`src/rtl/execute_csr_serial_pkg.sv`:
```
// Shared types for the serial CSR execute unit.
// Holds the issue/writeback/feedback/commit pack structs, the CSR op encoding,
// the execute FSM state type and the helper that computes a CSR's new value.
package execute_csr_serial_pkg;

    localparam int CSR_ADDR_WIDTH   = 12;
    localparam int REG_DATA_WIDTH   = 32;
    localparam int ADDR_WIDTH       = 32;
    localparam int PHY_REG_ID_WIDTH = 6;
    localparam int ROB_ID_WIDTH     = 5;
    localparam int EXC_ID_WIDTH     = 5;

    localparam logic [EXC_ID_WIDTH-1:0] EXC_ILLEGAL_INSTRUCTION = 5'd2;

    typedef enum logic [2:0] {
        CSR_RW  = 3'd0,
        CSR_RS  = 3'd1,
        CSR_RC  = 3'd2,
        CSR_RWI = 3'd3,
        CSR_RSI = 3'd4,
        CSR_RCI = 3'd5
    } csr_op_t;

    typedef enum logic [1:0] {
        IDLE = 2'd0,
        WAIT = 2'd1,
        READ = 2'd2,
        PUSH = 2'd3
    } csr_exec_state_t;

    typedef struct packed {
        logic                        enable;
        logic                        valid;
        logic [ADDR_WIDTH-1:0]       pc;
        logic [ROB_ID_WIDTH-1:0]     rob_id;
        logic                        rd_enable;
        logic                        need_rename;
        logic [PHY_REG_ID_WIDTH-1:0] rd_phy;
        logic [REG_DATA_WIDTH-1:0]   src1_value;
        logic [4:0]                  imm;
        logic [CSR_ADDR_WIDTH-1:0]   csr;
        csr_op_t                     op;
        logic                        has_exception;
        logic [EXC_ID_WIDTH-1:0]     exception_id;
        logic [REG_DATA_WIDTH-1:0]   exception_value;
    } issue_execute_pack_t;

    typedef struct packed {
        logic                        enable;
        logic                        valid;
        logic [ADDR_WIDTH-1:0]       pc;
        logic [ROB_ID_WIDTH-1:0]     rob_id;
        logic                        rd_enable;
        logic                        need_rename;
        logic [PHY_REG_ID_WIDTH-1:0] rd_phy;
        logic [REG_DATA_WIDTH-1:0]   rd_value;
        logic [CSR_ADDR_WIDTH-1:0]   csr;
        logic [REG_DATA_WIDTH-1:0]   csr_newvalue;
        logic                        csr_newvalue_valid;
        logic                        has_exception;
        logic [EXC_ID_WIDTH-1:0]     exception_id;
        logic [REG_DATA_WIDTH-1:0]   exception_value;
    } execute_wb_pack_t;

    typedef struct packed {
        logic                        enable;
        logic [PHY_REG_ID_WIDTH-1:0] phy_id;
        logic [REG_DATA_WIDTH-1:0]   value;
    } execute_feedback_channel_t;

    typedef struct packed {
        logic                    enable;
        logic                    next_handle_rob_id_valid;
        logic [ROB_ID_WIDTH-1:0] next_handle_rob_id;
        logic                    flush;
    } commit_feedback_pack_t;

    // Immediate forms use the 5-bit zimm zero-extended in place of src1.
    function automatic logic [REG_DATA_WIDTH-1:0] csr_calc(
        input csr_op_t                   op,
        input logic [REG_DATA_WIDTH-1:0] old_value,
        input logic [REG_DATA_WIDTH-1:0] src1,
        input logic [4:0]                imm
    );
        logic [REG_DATA_WIDTH-1:0] operand;
        operand = (op inside {CSR_RWI, CSR_RSI, CSR_RCI}) ?
                  {{(REG_DATA_WIDTH-5){1'b0}}, imm} : src1;
        case (op)
            CSR_RW, CSR_RWI: csr_calc = operand;
            CSR_RS, CSR_RSI: csr_calc = old_value | operand;
            CSR_RC, CSR_RCI: csr_calc = old_value & ~operand;
            default:         csr_calc = '0;
        endcase
    endfunction

endpackage

```
`src/rtl/execute_csr_out_queue.sv`:
```
// Synchronous FIFO of writeback packs sitting between the CSR execute FSM and
// the WB port.
// Ports: clk, rst (async active-low), flush (clears pointers/count),
//        push/push_data, pop/pop_data (head, combinational), full, empty.
// A push into a full queue is accepted only when the head leaves in the same
// cycle, so occupancy then stays unchanged.
module execute_csr_out_queue
    import execute_csr_serial_pkg::*;
#(
    parameter int DEPTH = 2
) (
    input  logic             clk,
    input  logic             rst,
    input  logic             flush,
    input  logic             push,
    input  execute_wb_pack_t push_data,
    input  logic             pop,
    output execute_wb_pack_t pop_data,
    output logic             full,
    output logic             empty
);

    localparam int PTR_W = (DEPTH > 1) ? $clog2(DEPTH) : 1;
    localparam int CNT_W = $clog2(DEPTH) + 1;

    execute_wb_pack_t mem [DEPTH];
    logic [PTR_W-1:0] wptr;
    logic [PTR_W-1:0] rptr;
    logic [CNT_W-1:0] count;
    logic             do_push;
    logic             do_pop;

    function automatic logic [PTR_W-1:0] ptr_next(input logic [PTR_W-1:0] p);
        ptr_next = (p == PTR_W'(DEPTH - 1)) ? '0 : p + 1'b1;
    endfunction

    assign full     = (count == CNT_W'(DEPTH));
    assign empty    = (count == '0);
    assign do_pop   = pop & ~empty;
    assign do_push  = push & (~full | do_pop);
    assign pop_data = mem[rptr];

    always_ff @(posedge clk or negedge rst) begin
        if (!rst) begin
            wptr  <= '0;
            rptr  <= '0;
            count <= '0;
            for (int i = 0; i < DEPTH; i++) begin
                mem[i] <= '0;
            end
        end else if (flush) begin
            wptr  <= '0;
            rptr  <= '0;
            count <= '0;
        end else begin
            if (do_push) begin
                mem[wptr] <= push_data;
                wptr      <= ptr_next(wptr);
            end
            if (do_pop) begin
                rptr <= ptr_next(rptr);
            end
            case ({do_push, do_pop})
                2'b10:   count <= count + 1'b1;
                2'b01:   count <= count - 1'b1;
                default: count <= count;
            endcase
        end
    end

endmodule

```
`src/rtl/execute_csr_serial.sv`:
```
// Serial CSR execute unit: takes one CSR op at a time from the issue FIFO,
// optionally waits until it is the oldest uncommitted ROB entry, reads the
// CSR file (multi-cycle), computes the new CSR value and queues the result
// for the WB port. rd is forwarded on the execute feedback channel.
// Ports:
//   clk, rst (async active-low)
//   excsr_csrf_addr/excsr_csrf_re, csrf_excsr_data : CSR file read port
//   issue_csr_fifo_data_out/_valid, issue_csr_fifo_pop : issue FIFO head
//   csr_wb_port_data_in/_we/_flush, csr_wb_port_full : WB port
//   csr_execute_channel_feedback_pack : rd bypass
//   commit_feedback_pack : oldest-ROB status and flush request
//   dbg_state : current FSM state
// Handshakes: the issue head is consumed on any edge where pop=1 (pop implies
// valid); the WB port takes data_in on any edge where we=1, and we is never
// raised while full=1. A commit flush overrides both in the same cycle.
module execute_csr_serial
    import execute_csr_serial_pkg::*;
#(
    parameter int WAIT_OLDEST  = 1,
    parameter int READ_LATENCY = 1,
    parameter int OUT_DEPTH    = 2
) (
    input  logic                      clk,
    input  logic                      rst,
    output logic [CSR_ADDR_WIDTH-1:0] excsr_csrf_addr,
    output logic                      excsr_csrf_re,
    input  logic [REG_DATA_WIDTH-1:0] csrf_excsr_data,
    input  issue_execute_pack_t       issue_csr_fifo_data_out,
    input  logic                      issue_csr_fifo_data_out_valid,
    output logic                      issue_csr_fifo_pop,
    output execute_wb_pack_t          csr_wb_port_data_in,
    output logic                      csr_wb_port_we,
    output logic                      csr_wb_port_flush,
    input  logic                      csr_wb_port_full,
    output execute_feedback_channel_t csr_execute_channel_feedback_pack,
    input  commit_feedback_pack_t     commit_feedback_pack,
    output csr_exec_state_t           dbg_state
);

    localparam logic [1:0] LAT = READ_LATENCY[1:0];

    csr_exec_state_t           state;
    issue_execute_pack_t       op_q;
    logic [REG_DATA_WIDTH-1:0] old_q;
    logic [1:0]                cnt_q;

    logic             flush_req;
    logic             oldest;
    logic             in_read;
    logic             q_push;
    logic             q_full;
    logic             q_empty;
    execute_wb_pack_t q_head;
    execute_wb_pack_t entry;

    assign flush_req = commit_feedback_pack.enable & commit_feedback_pack.flush;
    assign oldest    = commit_feedback_pack.next_handle_rob_id_valid &&
                       (commit_feedback_pack.next_handle_rob_id == op_q.rob_id);
    assign in_read   = (state == READ);

    // Reset gating keeps every output at 0 while rst is low, even those that
    // are combinational from inputs.
    assign issue_csr_fifo_pop = rst & (state == IDLE) & issue_csr_fifo_data_out_valid & ~flush_req;
    assign csr_wb_port_flush  = rst & flush_req;
    assign csr_wb_port_we     = rst & ~q_empty & ~csr_wb_port_full & ~flush_req;
    assign csr_wb_port_data_in = q_head;

    // Strobe covers the READ_LATENCY cycles before the latch cycle; with zero
    // latency the data is combinational, so strobe and latch share a cycle.
    assign excsr_csrf_re   = rst & in_read & ~flush_req & ((LAT == 2'd0) || (cnt_q < LAT));
    assign excsr_csrf_addr = in_read ? op_q.csr : '0;

    assign q_push = (state == PUSH) & ~flush_req & (~q_full | csr_wb_port_we);

    always_comb begin
        entry                    = '0;
        entry.enable             = 1'b1;
        entry.valid              = op_q.valid;
        entry.pc                 = op_q.pc;
        entry.rob_id             = op_q.rob_id;
        entry.rd_enable          = op_q.rd_enable;
        entry.need_rename        = op_q.need_rename;
        entry.rd_phy             = op_q.rd_phy;
        entry.rd_value           = old_q;
        entry.csr                = op_q.csr;
        entry.csr_newvalue       = csr_calc(op_q.op, old_q, op_q.src1_value, op_q.imm);
        entry.csr_newvalue_valid = op_q.valid & ~op_q.has_exception;
        entry.has_exception      = op_q.has_exception;
        entry.exception_id       = op_q.exception_id;
        entry.exception_value    = op_q.exception_value;
    end

    always_comb begin
        csr_execute_channel_feedback_pack        = '0;
        csr_execute_channel_feedback_pack.enable = q_push & op_q.valid & ~op_q.has_exception &
                                                   op_q.rd_enable & op_q.need_rename;
        csr_execute_channel_feedback_pack.phy_id = op_q.rd_phy;
        csr_execute_channel_feedback_pack.value  = old_q;
    end

    assign dbg_state = state;

    always_ff @(posedge clk or negedge rst) begin
        if (!rst) begin
            state <= IDLE;
            op_q  <= '0;
            old_q <= '0;
            cnt_q <= '0;
        end else if (flush_req) begin
            state <= IDLE;
            cnt_q <= '0;
        end else begin
            case (state)
                IDLE: begin
                    if (issue_csr_fifo_pop) begin
                        op_q  <= issue_csr_fifo_data_out;
                        old_q <= '0;
                        cnt_q <= '0;
                        if (!issue_csr_fifo_data_out.enable) begin
                            state <= IDLE;
                        end else if (!issue_csr_fifo_data_out.valid ||
                                     issue_csr_fifo_data_out.has_exception) begin
                            state <= PUSH;
                        end else if (WAIT_OLDEST != 0) begin
                            state <= WAIT;
                        end else begin
                            state <= READ;
                        end
                    end
                end
                WAIT: begin
                    if (oldest) begin
                        state <= READ;
                    end
                end
                READ: begin
                    if (cnt_q == LAT) begin
                        old_q <= csrf_excsr_data;
                        state <= PUSH;
                    end else begin
                        cnt_q <= cnt_q + 2'd1;
                    end
                end
                PUSH: begin
                    // Latched data is kept while waiting for queue space.
                    if (q_push) begin
                        state <= IDLE;
                    end
                end
                default: state <= IDLE;
            endcase
        end
    end

    execute_csr_out_queue #(
        .DEPTH(OUT_DEPTH)
    ) u_out_queue (
        .clk       (clk),
        .rst       (rst),
        .flush     (flush_req),
        .push      (q_push),
        .push_data (entry),
        .pop       (csr_wb_port_we),
        .pop_data  (q_head),
        .full      (q_full),
        .empty     (q_empty)
    );

endmodule

```
`config.mk`:
```
export PLATFORM = sky130hd
export DESIGN_NAME = execute_csr_serial
export DESIGN_NICKNAME = d
export VERILOG_FILES = /design/src/rtl/execute_csr_serial_pkg.sv /design/src/rtl/execute_csr_out_queue.sv /design/src/rtl/execute_csr_serial.sv
export SDC_FILE = /design/constraint.sdc
export NUM_CORES = 1
export LEC_CHECK = 0
export ABC_AREA = 0
export ABC_CLOCK_PERIOD_IN_PS = 2100
export CELL_PAD_IN_SITES_DETAIL_PLACEMENT = 1
export CELL_PAD_IN_SITES_GLOBAL_PLACEMENT = 2
export CORE_MARGIN = 2
export CORE_UTILIZATION = 35
export DETAILED_ROUTE_END_ITERATION = 12
export PLACE_DENSITY = 0.81
export SLEW_MARGIN = 20
export SYNTH_ARGS = -nofsm -noshare
export SYNTH_HDL_FRONTEND = slang
export SYNTH_SLANG_ARGS = --single-unit
```
`constraint.sdc`:
```
create_clock -name clk -period 2.1 [get_ports clk]
set_input_delay 0.525 -clock clk [delete_from_list [all_inputs] [get_ports clk]]
set_output_delay 0.525 -clock clk [all_outputs]
set_load 0.03 [all_outputs]
```
# [Word-level counts from Yosys, hierarchy flattened]
# Cells that the tools add are included.
[op_classes] n_addsub=5 multipliers=0 div=0 magnitude_cmp=4 eq_ne=20 shifts=0 n_mux=32 bitwise_logic=32 n_reduce_logical=21
[ops] cell="162-bit 2-to-1 mux" n=4
[ops] cell="324-bit bitwise mux" n=1
[ops] cell="162-bit demux with 1-bit select" n=1
[ops] cell="32-bit 2-to-1 mux" n=3
[ops] cell="32-bit one-hot mux with 3 select lines" n=1
[ops] cell="32-bit one-hot mux with 2 select lines" n=1
[ops] cell="32-bit bitwise AND" n=1
[ops] cell="32-bit inverter" n=1
[ops] cell="32-bit OR" n=1
[ops] cell="2-bit 2-to-1 mux" n=11
[ops] cell="1-bit bitwise AND" n=20
[ops] cell="12-bit 2-to-1 mux" n=1
[ops] cell="3-bit != test (second input constant)" n=4
[ops] cell="3-bit nonzero test" n=3
[ops] cell="2-bit == test (second input constant)" n=4
[ops] cell="2-bit one-hot mux with 2 select lines" n=2
[ops] cell="2-bit one-hot mux with 4 select lines" n=1
[ops] cell="4-bit AND reduction" n=2
[ops] cell="2-bit by 1-bit == test with 1-bit output (second input constant)" n=3
[ops] cell="3-bit by 2-bit == test with 1-bit output (second input constant)" n=2
[ops] cell="3-bit == test (second input constant)" n=2
[ops] cell="1-bit 2-to-1 mux" n=6
[ops] cell="3-bit AND reduction" n=2
[ops] cell="2-bit nonzero test" n=3
[ops] cell="20 further kinds" n=34
[totals] register_bits=500 latch_bits=0 ramBits=0 mem_bits_ro=0 out_inout_bits=219 memories=0

# [Depth between registers and ports, before layout]
[depth] word_depth=11 depth_mapped=9 ltp_nobuf=7

# [By module]
# From an unflattened synthesis, not the netlist that was laid out.
[unflattened] hier_cells=1807 area_unflattened_um2=22482.8
[by_module_without_submodules] module="execute_csr_out_queue" instances=1 cells_per_inst=888 area_each_um2=14362.5 seq_area_each_um2=8207.9
[by_module_without_submodules] module="execute_csr_serial" instances=1 cells_per_inst=919 area_each_um2=8120.3 seq_area_each_um2=4304.1

# [Worst setup path after synthesis]
# OpenSTA, ideal clock, no wires.
[synth_timing] path_type="register to output" from="reg state[1] (netlist: dbg_state[1])" to="out csr_execute_channel_feedback_pack[38] (netlist bit)" t_arrival_ns=1.805 required_time_ns=1.575 path_slack_ns=-0.230 path_stages_with_launch=5 cell_sequence="dfrtp_1 -> ha_1 -> buf_2 -> o211ai_2 -> nor3_1"
[synth_rtl] element="start: declaration" line="execute_csr_serial.sv:42" text="csr_exec_state_t state;"
[synth_rtl] element="start signal: assignment" line="execute_csr_serial.sv:105" text="state <= IDLE;"
[synth_rtl] element="start signal: assignment" line="execute_csr_serial.sv:110" text="state <= IDLE;"
[synth_rtl] element="start signal: assignment" line="execute_csr_serial.sv:120" text="state <= IDLE;"
[synth_rtl] element="end: declaration" line="execute_csr_serial.sv:35" text="output execute_feedback_channel_t csr_execute_channel_feedback_pack,"

==> run summary <==
Run status -> finished, violations left
Failing checks -> setup timing
Largest net degree at the start of global routing -> 187
Cell Area, Synth -> 0.0226 mm2
Synth top area cells -> dfrtp_1 55%, mux2_2 11%, nand2_1 8.6%, mux2_4 6.1%, mux2_1 5.1%
Leading cell type in the layout, fill and taps excluded -> nand2_1
Crit path max fanout -> 10
Hold Path Class -> input pin to asynchronous set/reset pin
WL final -> 70.3 mm
H-tree depth -> 2
TritonCTS Buffers -> 57
RSZ-0062 raised after global routing -> yes
Vias in the first global route -> 18000
Delay-heaviest family, CP -> buffers and inverters
Comb power frac -> 0.466
Synth-to-Final Area Change -> 37.7%
Final core occ -> 0.484
Starting DRT DRC Count -> 881
Power Dens Cells -> 1630 mW/mm2
Footprint of the multi-input gates -> 0.00924 mm2
# setup viols final -> 198
Routability Congestion -> 0.787
Worst VDD drop -> 0.853 mV
Gr ovfl total -> 0
Cell taking the most area after synthesis -> dfrtp_1
Sequential share of power -> 0.330
Final slew viol count -> 0
Worst Slack Setup Final -> -505 ps
Routed Antenna Nets -> 0
CTS Buffer Depth -> 3
Share of cells above drive strength 1 -> 0.325
Worst clock skew -> 24.0 ps
Die Span Y -> 258 um
Final Instance Count excl. Fillers -> 3325
FF+latch area -> 0.0125 mm2
DP Worst Slack -> -366 ps
# rows -> 93
WHS -> 143 ps
Core Area -> 0.0641 mm2
Initial Util -> 0.352
Total net switching power -> 19.4 mW
Filler Cell Count -> 6662
Sequential-to-total area share from yosys stat -> 0.555
DRC -> 0
Worst Tran Pin Value -> 927 ps
Ys async rst share -> 1.00
Final worst path period need -> 2600 ps
Most frequent cells in the layout -> 513 x nand2_1, 497 x dfrtp_1, 220 x mux2_2
Count of flip-flops with a built-in enable after synthesis -> 0
Top cell by count, worst path -> buf_4
CTS Root Cell -> clkbuf_16
Skew-Pair Late Insertion Delay -> 610 ps
Period utilization -> 1.24
Initial antenna violation count -> 8
Top_reg_cell synth -> dfrtp_1
Drt pass-1 iters -> 4
Dpl hpwl -> 47.6 mm
Worst setup EP type -> primary output
Critical Path Source Type -> flop
Post-Syn Instances -> 1951
Total power -> 50.6 mW
Buf/Inv on CP -> 4
IO Port Bufs -> 399
Number of hold violations in the final report -> 0
LEAKAGE -> 15.4 nW
TritonCTS clock tree -> built
Total track usage -> 0.206
Warnings, synthesis -> 0
Crit Path Class -> flop to primary output
Area after DPL -> 0.0282 mm2
Final design area excluding fillers -> 0.0311 mm2
Synthesized Nets -> 2139
Avg Inst Size Synth -> 11.6 um2
Critical-path cell list -> buf_12, buf_4, buf_4, mux2_2, buf_4
Via Count -> 16300
First-pass GRT wire length -> 107 mm
Final TNS setup -> -70100 ps
Synth top area share -> 0.555
Synth cell types -> 42
Arr. time, crit path -> 2080 ps
Slowest cell on crit path -> dfrtp_4
Drt wl/cell -> 21.1 um
Power Internal -> 31.2 mW
Critical path required time -> 1570 ps
Worst-path clk slew -> 60 ps
Synth Register Bits -> 500
Slowest Stage Delay on Critical Path -> 510 ps
Sw Ratio -> 0.384
Final #Nets -> 2610
Fmax -> 384 MHz
Relative slew margins -> 0.381
Die area -> 0.0665 mm2
Vias per Instance -> 4.90
Clk sinks -> 500
I/O pin cnt -> 400
Die Wd -> 258 um
Post-placement cell count -> 3173
Clock power share -> 0.204
Max cap viols -> 0
cell usage after synthesis (2+ instances only):
master and n:
nor2b_1 2, mux2_2 223, mux2i_1 4, o21ai_0 37, nor3b_1 5, inv_1 8, nand2b_1 31, nand2_1 516
ha_1 7, xnor2_1 6, buf_2 44, mux2_1 103, nand4_1 4, and2_1 14, buf_1 6, a211oi_1 13
buf_6 17, a2111oi_0 6, nand3_1 33, nand3b_1 27, clkbuf_1 40, buf_4 50, a21oi_1 97, mux2_4 91
dfrtp_1 500, nor2_1 51
power by group through the flow:
stage                     registers (mW)  logic, mW  clock network (mW)
after floorplan                     15.7       13.7                   0
after global placement              16.4       21.5                   0
after detailed placement            16.7       22.1                   0
after CTS                           16.7       22.6                10.6
after global routing                17.3       25.2                10.9
final                               16.7       23.6                10.3
cell type report:
| cell class | instances | share of cell area |
|---|---|---|
| well taps | 855 | 0.0344 |
| clock buffers | 80 | 0.0532 |
| clock inverters | 24 | 0.00907 |
| flip-flops and latches | 500 | 0.403 |
| diodes | 3 | 0.000242 |
| inverters | 8 | 0.00113 |
| repair buffers | 570 | 0.201 |
| multi-input cells | 1285 | 0.297 |
what timing repair did:
| item | 4_1_cts | 5_1_grt |
|---|---|---|
| buffers inserted | 22 | 14 |
| hold buffers | 1 | 0 |
| endpoints found under the hold margin | 11 | 0 |
| gates resized for setup | 655 | 157 |
| pin swaps | 2 | 26 |
| cloned | 1 | 6 |
| endpoints found under the setup margin | 218 | 252 |
per-layer routing:
| layer | vias to the layer above | track usage | wire length [um] |
|---|---|---|---|
| met5 | - | 0 | 68 |
| met4 | 10 | 0.0615 | 1900 |
| met3 | 117 | 0.0490 | 3840 |
| met2 | 360 | 0.345 | 34500 |
| met1 | 8368 | 0.264 | 30000 |
| li1 | 7441 | - | - |
worst paths after layout:
kind	from	endpoint	slack (ps)	depth (start not counted)
worst min register to register	u_out_queue.mem[323]$_DFFE_PN0P_	u_out_queue.mem[323]$_DFFE_PN0P_	470	1
worst min-delay path	rst	u_out_queue.mem[171]$_DFFE_PN0P_	140	3
worst max-delay path	u_out_queue.rptr$_DFFE_PN0P_	csr_wb_port_data_in[114]	-500	5
max in group asynchronous	rst	u_out_queue.mem[54]$_DFFE_PN0P_	950	3
worst max register to register	dbg_state[1]$_DFFE_PN0P_	old_q[16]$_DFFE_PN0P_	-90	11
min in group clk	issue_csr_fifo_data_out[106]	entry[131]$_DFFE_PN0P_	450	3
flip-flops by register name, indices dropped and copies added, names as in the netlist:
| name | flops |
|---|---|
| cnt_q | 2 |
| csr_execute_channel_feedback_pack | 6 |
| dbg_state | 2 |
| entry | 90 |
| old_q | 32 |
| op_q | 40 |
| u_out_queue.count | 2 |
| u_out_queue.mem | 324 |
| u_out_queue.rptr | 1 |
| u_out_queue.wptr | 1 |
kinds of logic (layout without fill, tap and decap cells):
logic type      count (synthesis)  in the layout  synth area share
buf+inv                       166            682            0.0446
flops                         500            500             0.555
fa+ha+maj                       7              7           0.00388
compound gates                158            158            0.0392
simple gates                  692            692             0.130
xor+xnor                        7              7           0.00272
other cells                     0              3                 0
mux                           421            421             0.225
worst register-to-register path: stages (launching register included):
cell	delay (ps)
dfrtp_2	450
buf_6	140
ha_4	200
buf_6	130
buf_4	130
a22o_1	230
buf_6	140
nor3_4	140
buf_6	190
clkbuf_16	180
nand3_1	80
nand2_1	100
Power figures use the tool's default switching activity.
